$ cat config.mk
export PLATFORM = sky130hd
export DESIGN_NAME = dff_pipe_flat
export DESIGN_NICKNAME = d
export VERILOG_FILES = /design/src/rtl/dff_pipe_pkg.sv /design/src/rtl/dff_pipe_if.sv /design/src/rtl/dff_stage.sv /design/src/rtl/dff_pipe.sv /design/src/flat_wrapper.sv
export SDC_FILE = /design/constraint.sdc
export NUM_CORES = 1
export LEC_CHECK = 0
export ABC_AREA = 0
export BUFFER_PORTS_ARGS = -buffer_cell sky130_fd_sc_hd__buf_2
export CORE_ASPECT_RATIO = 1.75
export CORE_MARGIN = 1
export CORE_UTILIZATION = 40
export DETAILED_ROUTE_END_ITERATION = 10
export SLEW_MARGIN = 20
export SYNTH_ARGS = -nofsm -noshare
export SYNTH_HDL_FRONTEND = slang
export SYNTH_SLANG_ARGS = --single-unit
$ cat constraint.sdc
create_clock -name clk -period 5.27 [get_ports clk]
set_clock_uncertainty 0.05 [all_clocks]
set_input_delay 0.2635 -clock clk [delete_from_list [all_inputs] [get_ports clk]]
set_output_delay 0.2635 -clock clk [all_outputs]
set_load 0.02 [all_outputs]
$ cat src/rtl/dff_pipe_pkg.sv
// Shared sizing helpers for the dff_pipe pipeline register.
// Width functions are used by both the interface and the top module.
package dff_pipe_pkg;

  function automatic int clog2(input int value);
    int result;
    int remaining;
    result    = 0;
    remaining = value - 1;
    while (remaining > 0) begin
      result++;
      remaining = remaining >> 1;
    end
    return result;
  endfunction

  // A one-stage pipe still needs a 1-bit tap select so the port exists.
  function automatic int tap_width(input int depth);
    return (clog2(depth) < 1) ? 1 : clog2(depth);
  endfunction

  function automatic int occ_width(input int depth);
    return clog2(depth + 1);
  endfunction

  localparam int DEPTH_DEFAULT = 4;
  localparam int TAP_W         = tap_width(DEPTH_DEFAULT);
  localparam int OCC_W         = occ_width(DEPTH_DEFAULT);

endpackage

$ cat src/rtl/dff_pipe_if.sv
// Control, data and status bundle for dff_pipe; master drives, slave is the pipe.
interface dff_pipe_if
  import dff_pipe_pkg::*;
#(
  parameter int WIDTH = 8,
  parameter int DEPTH = DEPTH_DEFAULT
);

  localparam int TAP_BITS = tap_width(DEPTH);
  localparam int OCC_BITS = occ_width(DEPTH);

  logic                en;
  logic                clr;
  logic [WIDTH-1:0]    d;
  logic                d_valid;
  logic [TAP_BITS-1:0] tap;
  logic [WIDTH-1:0]    q;
  logic                q_valid;
  logic [OCC_BITS-1:0] occ;
  logic                full;

  modport master (
    output en, clr, d, d_valid, tap,
    input  q, q_valid, occ, full
  );

  modport slave (
    input  en, clr, d, d_valid, tap,
    output q, q_valid, occ, full
  );

endinterface

$ cat src/rtl/dff_stage.sv
// One pipeline stage: WIDTH data bits plus a valid bit, with async reset,
// synchronous clear (higher priority) and load enable.
module dff_stage #(
  parameter int               WIDTH     = 8,
  parameter logic [WIDTH-1:0] RESET_VAL = '0
) (
  input  logic             clk,
  input  logic             rst_n,
  input  logic             en_i,
  input  logic             clr_i,
  input  logic [WIDTH-1:0] d_i,
  input  logic             valid_i,
  output logic [WIDTH-1:0] q_o,
  output logic             valid_o
);

  logic [WIDTH-1:0] data_q;
  logic [WIDTH-1:0] data_d;
  logic             valid_q;
  logic             valid_d;

  always_comb begin
    data_d  = data_q;
    valid_d = valid_q;
    if (clr_i) begin
      data_d  = RESET_VAL;
      valid_d = 1'b0;
    end else if (en_i) begin
      data_d  = d_i;
      valid_d = valid_i;
    end
  end

  always_ff @(posedge clk or negedge rst_n) begin
    if (!rst_n) begin
      data_q  <= RESET_VAL;
      valid_q <= 1'b0;
    end else begin
      data_q  <= data_d;
      valid_q <= valid_d;
    end
  end

  assign q_o     = data_q;
  assign valid_o = valid_q;

endmodule

$ cat src/rtl/dff_pipe.sv
// Programmable-delay pipeline: DEPTH chained dff_stage registers with valid
// tracking, an occupancy counter and a clamped combinational output tap.
module dff_pipe
  import dff_pipe_pkg::*;
#(
  parameter int               WIDTH     = 8,
  parameter int               DEPTH     = DEPTH_DEFAULT,
  parameter logic [WIDTH-1:0] RESET_VAL = '0
) (
  input  logic     clk,
  input  logic     rst_n,
  dff_pipe_if.slave bus
);

  localparam int TAP_BITS = tap_width(DEPTH);
  localparam int OCC_BITS = occ_width(DEPTH);

  logic [WIDTH-1:0]    stageData [DEPTH];
  logic [DEPTH-1:0]    stageValid;
  logic [OCC_BITS-1:0] occ_q;
  logic [OCC_BITS-1:0] occ_d;
  logic [TAP_BITS-1:0] tapSel;

  for (genvar i = 0; i < DEPTH; i++) begin : gStage
    logic [WIDTH-1:0] inData;
    logic             inValid;

    if (i == 0) begin : gHead
      assign inData  = bus.d;
      assign inValid = bus.d_valid;
    end else begin : gBody
      assign inData  = stageData[i-1];
      assign inValid = stageValid[i-1];
    end

    dff_stage #(
      .WIDTH     (WIDTH),
      .RESET_VAL (RESET_VAL)
    ) u_stage (
      .clk     (clk),
      .rst_n   (rst_n),
      .en_i    (bus.en),
      .clr_i   (bus.clr),
      .d_i     (inData),
      .valid_i (inValid),
      .q_o     (stageData[i]),
      .valid_o (stageValid[i])
    );
  end

  // Incoming and departing valids may cancel; modular arithmetic keeps the
  // result exact even when the intermediate sum exceeds the counter width.
  always_comb begin
    occ_d = occ_q;
    if (bus.clr) begin
      occ_d = '0;
    end else if (bus.en) begin
      occ_d = occ_q + OCC_BITS'(bus.d_valid) - OCC_BITS'(stageValid[DEPTH-1]);
    end
  end

  always_ff @(posedge clk or negedge rst_n) begin
    if (!rst_n) begin
      occ_q <= '0;
    end else begin
      occ_q <= occ_d;
    end
  end

  always_comb begin
    tapSel = bus.tap;
    if (DEPTH == 1) begin
      tapSel = '0;
    end else if (int'(bus.tap) >= DEPTH) begin
      tapSel = TAP_BITS'(DEPTH - 1);
    end
  end

  assign bus.q       = stageData[tapSel];
  assign bus.q_valid = stageValid[tapSel];
  assign bus.occ     = occ_q;
  assign bus.full    = (occ_q == OCC_BITS'(DEPTH));

endmodule

$ cat src/flat_wrapper.sv
// flat-port wrapper written by rule: the top's interface ports become plain ports
module dff_pipe_flat import dff_pipe_pkg::*;
#(
  parameter int               WIDTH     = 8,
  parameter int               DEPTH     = DEPTH_DEFAULT,
  parameter logic [WIDTH-1:0] RESET_VAL = '0
)
  (clk, rst_n, bus_en, bus_clr, bus_d, bus_d_valid, bus_tap, bus_q, bus_q_valid, bus_occ, bus_full);
  dff_pipe_if #(.WIDTH(WIDTH), .DEPTH(DEPTH)) bus_i ();
  input  logic clk;
  input  logic rst_n;
  input wire logic [$bits(bus_i.en)-1:0] bus_en;
  input wire logic [$bits(bus_i.clr)-1:0] bus_clr;
  input wire logic [$bits(bus_i.d)-1:0] bus_d;
  input wire logic [$bits(bus_i.d_valid)-1:0] bus_d_valid;
  input wire logic [$bits(bus_i.tap)-1:0] bus_tap;
  output wire logic [$bits(bus_i.q)-1:0] bus_q;
  output wire logic [$bits(bus_i.q_valid)-1:0] bus_q_valid;
  output wire logic [$bits(bus_i.occ)-1:0] bus_occ;
  output wire logic [$bits(bus_i.full)-1:0] bus_full;
  assign bus_i.en = bus_en;
  assign bus_i.clr = bus_clr;
  assign bus_i.d = bus_d;
  assign bus_i.d_valid = bus_d_valid;
  assign bus_i.tap = bus_tap;
  assign bus_q = bus_i.q;
  assign bus_q_valid = bus_i.q_valid;
  assign bus_occ = bus_i.occ;
  assign bus_full = bus_i.full;
  dff_pipe #(.WIDTH(WIDTH), .DEPTH(DEPTH), .RESET_VAL(RESET_VAL)) u_core (.clk(clk), .rst_n(rst_n), .bus(bus_i));
endmodule
* Yosys cells after proc, flatten, opt, wreduce, memory -nomap -nowiden
Index checks and enable logic that the tools add are counted.
** Storage, ports and cells
- Output and inout bits :: 13
- Flip-flop bits (word level) :: 39
- Word-level logic and storage cells :: 39
- Bits of input ports :: 15
** Cells by class
- Eq/ne operators :: 1
- Reduce and logical (&&, ||, !) cells :: 1
- $lt $le $gt $ge :: 2
- Multiplexer cells :: 23
- Add/sub/neg operators :: 2
- Bitwise operators :: 1
** Operator list (count)
- two-way mux 8 bit :: 10
- binary-select mux 8 bit (select 2 bit) :: 1
- two-way mux 1 bit :: 9
- two-way mux 3 bit :: 2
- adder 3 x 1 -> 3 bit :: 1
- equality test 3 bit (second input constant) :: 1
- >= comparator 3 bit (second input constant) :: 1
- < comparator 2 x 3 -> 1 bit (second input constant) :: 1
- inverter 2 -> 3 bit :: 1
- subtractor 3 x 1 -> 3 bit :: 1
- binary-select mux 1 bit (select 2 bit) :: 1
- nonzero test 2 bit :: 1

* Longest topological paths before layout
- Depth in word-level cells :: 4
- Mapped depth :: 9
- Gate-level depth less buffers :: 9

* Hierarchy
From an unflattened synthesis, not the netlist that was laid out.
** Unflattened totals
- Cells, all modules :: 147
- Area total of the unflattened synthesis :: 1878.1 sq um
** Modules (own cells, without submodules)
- dff_stage :: times used 4, area each 364.1 sq um, cells an instance 29
- dff_pipe :: times used 1, area each 421.7 sq um, cells an instance 31

* Worst setup path after synthesis
OpenSTA, ideal clock, no wires.
- Kind :: register to register
- From :: reg u_core.occ_q[0] (netlist: u_core.bus.occ[0])
- To :: reg u_core.occ_q[2] (netlist: u_core.bus.occ[2])
- Setup time :: 0.120 ns
- Path buffers :: 0
- Arrival time :: 1.827 ns
- Required time :: 5.100 ns
- Stages on the path, launching flop included :: 10
- Slack :: 3.273 ns
- Path through :: dfrtp_1 > inv_1 > ha_1 > inv_1 > ha_1 > inv_1 > fa_1 > xor2_1 > a21oi_1 > a31o_2
** On the way
- Word-level cells in the longest chain between the ends :: 4
** Ends and longest elaborated chain
- from (decl) :: RTL line dff_pipe.sv:20 : logic [OCC_BITS-1:0] occ_q;
- from (signal assigned) :: RTL line dff_pipe.sv:64 : occ_q <= '0;
- from (signal assigned) :: RTL line dff_pipe.sv:66 : occ_q <= occ_d;
- adder 3 x 1 -> 3 bit :: RTL line dff_pipe.sv:58 : occ_d = occ_q + OCC_BITS'(bus.d_valid) - OCC_BITS'(stageValid[DEPTH-1]);
- subtractor 3 x 1 -> 3 bit :: RTL line dff_pipe.sv:58
- two-way mux 3 bit :: RTL line dff_pipe.sv:57 : end else if (bus.en) begin
- two-way mux 3 bit :: RTL line dff_pipe.sv:55 : if (bus.clr) begin
Every way passes these cells. The select of a mux whose other input is x is not followed.
A chain may end at the register's enable or synchronous reset.

* Final worst setup path
Ends and elaborated chain as after synthesis.

==> summary.md <==
After synthesis the netlist holds a flip-flop and latch count of 39. The delay of the slowest critical-path stage works out to 0.39 ns. Setup repair after global routing left no endpoint under its margin. The filler cells instantiated in the layout total 411.

Share of total power consumed by net switching: 22.2%. The first-pass iteration count of the detailed router came out at 4. The wire-length estimate of the detail-placed layout is 2290 um. Yosys printed 0 warnings.

Among the stages of the critical path, the cell type that occurs most often is inv_1. The final setup violation count was 0. The maximum clock frequency was 0.493 GHz. The tools report the max-slew violation total from the final report as 0. After synthesis, the share of cell area in mux cells is 30.7%. Input and output buffers added on the ports amount to 27. The launch point of the worst reg-to-reg path is u_core.bus.occ[0]$_DFFE_PN0P_.

The post-CTS resize count is 0, and the number of hold buffers added after cts is 0. The internal portion of the total power is 528 uW. The maximum fanout along the worst path was 4. After detailed routing, the average wire length per cell comes to 15.2 um.

Across the VDD grid, the largest voltage drop is 0.335 mV. Summed over all instances, the cell type with the most area after synthesis is dfrtp_1. After layout, the minimum clock period comes to 2.03 ns. The synthesized netlist devotes 2.41% of its cell area to adder and majority cells. Synthesis produced a netlist with a net count of 165.

In this run the power spent charging and discharging nets is 151 uW. The number of placed instances, taps included, is 214. The root buffer cell chosen for the clock tree is clkbuf_8.

Global routing used 15.7% of the available tracks. The clock-pin transition on the worst setup and hold timing paths works out to 0.08 ns. The top-level port count came out at 28. By startpoint and endpoint, the worst setup path is classified as reg -> reg.

The endpoint of the most critical register-to-register path was u_core.bus.occ[2]$_DFFE_PN0P_. The clock network latency to the later pin of the worst-skew pair is 0.29 ns. In the post-synthesis netlist, the biggest area contributors are dfrtp_1, mux2i_1, mux4_2. Number of antenna violations at the first check in global routing: 0. The complex-gate fraction of the synthesized area is 1.14%. Measured along the x axis, the die boundary spans 53.6 um. For the worst flop-to-flop path, the logic depth is 9.

The tools report the starting density of the core as 42.0%. The worst min-delay path category is in -> async. After routing, the total negative slack on setup checks comes to 0 ns. The relative contribution of combinational cells to total power was 10.3%; the area share of the leading cell type in the synthesized netlist was 52.3%. Power spread over the standard cell area amounts to 318 nW/um^2. The area after detailed placement was 1990 sq um. Overall power consumption after layout is estimated at 678 uW.

Data on the critical path arrives at its endpoint at 2.16 ns. The endpoint type of the worst setup path was a flip-flop. The tools report the largest net degree at the start of global routing as 42. The logs give 5490 um for the wire length of the first global-routing pass and 1199 for the number of vias in the routed layout. Once detail routing completed, the nets flagged for antenna violations numbered 0. The logs give 18 for the number of different library cells in the post-synthesis netlist and 188 for the number of nets in the final layout. The tools report the standard-cell row count as 32. The tools report the weighted congestion at the end of routability-driven global placement as 0.681. In the routed layout, each cell is associated on average with a via count of 5.40.

The share of post-route cells with drive strength above 1 was 25.7%. For the pin with the worst max-slew slack, the measured transition is 0.836 ns. The flow ran to the end, and the final reports show no timing, DRC or antenna violations. The run gives 3380 um as the post-detailed-routing wire length.

The standby leakage power was 1.11 nW; the post-synthesis area per instance was 12.7 sq um. The tools report the total area of multi-input combinational cells as 808 sq um. Dividing the final minimum period by the clock period gives 38.5%. The tools report the clock sink total as 39.

In the layout the commonest cells are nor2_1, dfrtp_1, mux2i_1. In the final layout, flip-flops and latches occupy 976 sq um. The area share of xor/xnor cells in the synthesized design is 0.469%, and the post-route DRC violation count is 0.

The logs give 2 for the number of H-tree branching levels and 1213 for the number of global-route vias before repair. The largest family of logic cells by synthesized area was multiplexers. Relative to the synthesized area, the layout overhead comes to 14.2%. The clock network fraction of total power is 42.9%. Summing all non-filler instances in the final layout gives an area of 2130 sq um.

In this run the register-to-register setup slack is 3.24 ns. The final-report hold violation count is 0. Global routing finished with a remaining overflow of 0. The tools report the max-capacitance violation count as 0.

The count of cells in the finished layout, fillers not included, comes to 222. Buffers added to address setup during post-CTS repair amount to 0. The tightest hold path in the finished design has a slack of 0.0155 ns. The core region is 4440 sq um. The violation count after the first detailed-routing iteration was 20.

0 antenna diodes ended up in the layout. TritonCTS built the clock tree. Walking the worst path, the cells encountered are inv_1 > ha_1 > inv_1 > ha_1 > inv_1 > fa_1 > xor2_1 > a21oi_1 > a31o_2. The tools report the type of origin of the critical path as a flip-flop. For this design, the slowest cell found on the critical path is dfrtp_1. In this run, CTS created clock tree buffers numbering 5. The die is 92.3 um tall.

The synthesized netlist cell count is 147. The run gives 2 as the maximum clock path buffer count. For the netlist area before placement, the log shows 1870 sq um.

The floorplan step defined a die boundary enclosing 4950 sq um. Data on the critical path is required at its endpoint by 5.40 ns. The share of the Yosys chip area taken by registers is 52.3%.

The synthesized netlist devotes 8.58% of its cell area to simple gates. Measured against its own limit, the worst slew margin works out to 44.3%. The run gives 46.8% as the sequential group share of total power.
-- layout make-up --
class	instances	area share, %
timing repair buffer	27	6.46
inverter	3	0.529
multi-input combinational	94	38.0
clock inverter	2	2.82
clock buffer	6	3.41
sequential	39	45.8
tap	51	3.00
-- critical path, delay by kind of cell, from the launching register on --
family                     cells  cell delay [ns]
AOI/OAI and AO/OA              2             0.33
xor gates and xnor gates       1             0.18
adders and majority gates      3             0.78
buffers and inverters          3             0.18
DFF                            1             0.39
-- Yosys cell counts --
cell type	count
clkbuf_1	1
nor2_1	39
mux2i_1	37
clkbuf_2	1
a31o_2	1
buf_4	4
buf_6	1
ha_1	2
xor2_1	1
buf_2	4
a21oi_1	1
fa_1	1
inv_1	3
dfrtp_1	39
mux4_2	9
nor3b_1	1
nand2b_1	1
a211oi_1	1
-- worst max path at each step --
stage	startpoint	endpoint
floorplan	u_core.bus.occ[0]$_DFFE_PN0P_	u_core.bus.occ[2]$_DFFE_PN0P_
CTS	u_core.bus.occ[0]$_DFFE_PN0P_	u_core.bus.occ[2]$_DFFE_PN0P_
global route	u_core.bus.occ[0]$_DFFE_PN0P_	u_core.bus.occ[2]$_DFFE_PN0P_
detailed placement	u_core.bus.occ[0]$_DFFE_PN0P_	u_core.bus.occ[2]$_DFFE_PN0P_
global placement	u_core.bus.occ[0]$_DFFE_PN0P_	u_core.bus.occ[2]$_DFFE_PN0P_
finish	u_core.bus.occ[0]$_DFFE_PN0P_	u_core.bus.occ[2]$_DFFE_PN0P_
-- through the flow --
| stage | worst slack, ns | utilization [%] |
|---|---|---|
| 2_1_floorplan | 3.27 | - |
| 3_3_place_gp | 3.32 | 44.9 |
| 3_5_place_dp | 3.22 | 44.9 |
| 4_1_cts | 3.19 | 47.9 |
| 5_1_grt | 3.12 | 47.9 |
| 6_report | 3.24 | 47.9 |
-- sequential cells by signal, summed over array words and instances (netlist names) --
| signal | flops |
|---|---|
| u_core.gStage.u_stage.q_o | 32 |
| u_core.gStage.u_stage.valid_o | 4 |
| u_core.bus.occ | 3 |
-- routing by layer --
layer,GRT usage (%),up-vias,part of all wire (%)
li1,-,548,-
met1,18.6,621,43
met2,25.5,25,51
met3,4.11,5,3.9
met4,7.24,0,2.1
met5,0,-,0
-- power by group through the flow --
stage               combinational, mW  clock (mW)  sequential (mW)
global placement               0.0699           0            0.322
CTS                            0.0724       0.300            0.317
global route                   0.0782       0.310            0.319
floorplan                      0.0489           0            0.323
detailed placement             0.0723           0            0.323
finish                         0.0702       0.291            0.317
-- logic make-up (layout without fill, tap and decap cells) --
family | after synthesis | in the layout
and+or+nand+nor | 41 | 41
DFF | 39 | 39
AOI/OAI and AO/OA | 3 | 3
muxes | 46 | 46
adders and majority gates | 3 | 3
xor gates and xnor gates | 1 | 1
buffers and inverters | 14 | 38
No activity file was read; power rests on OpenSTA's default activity.
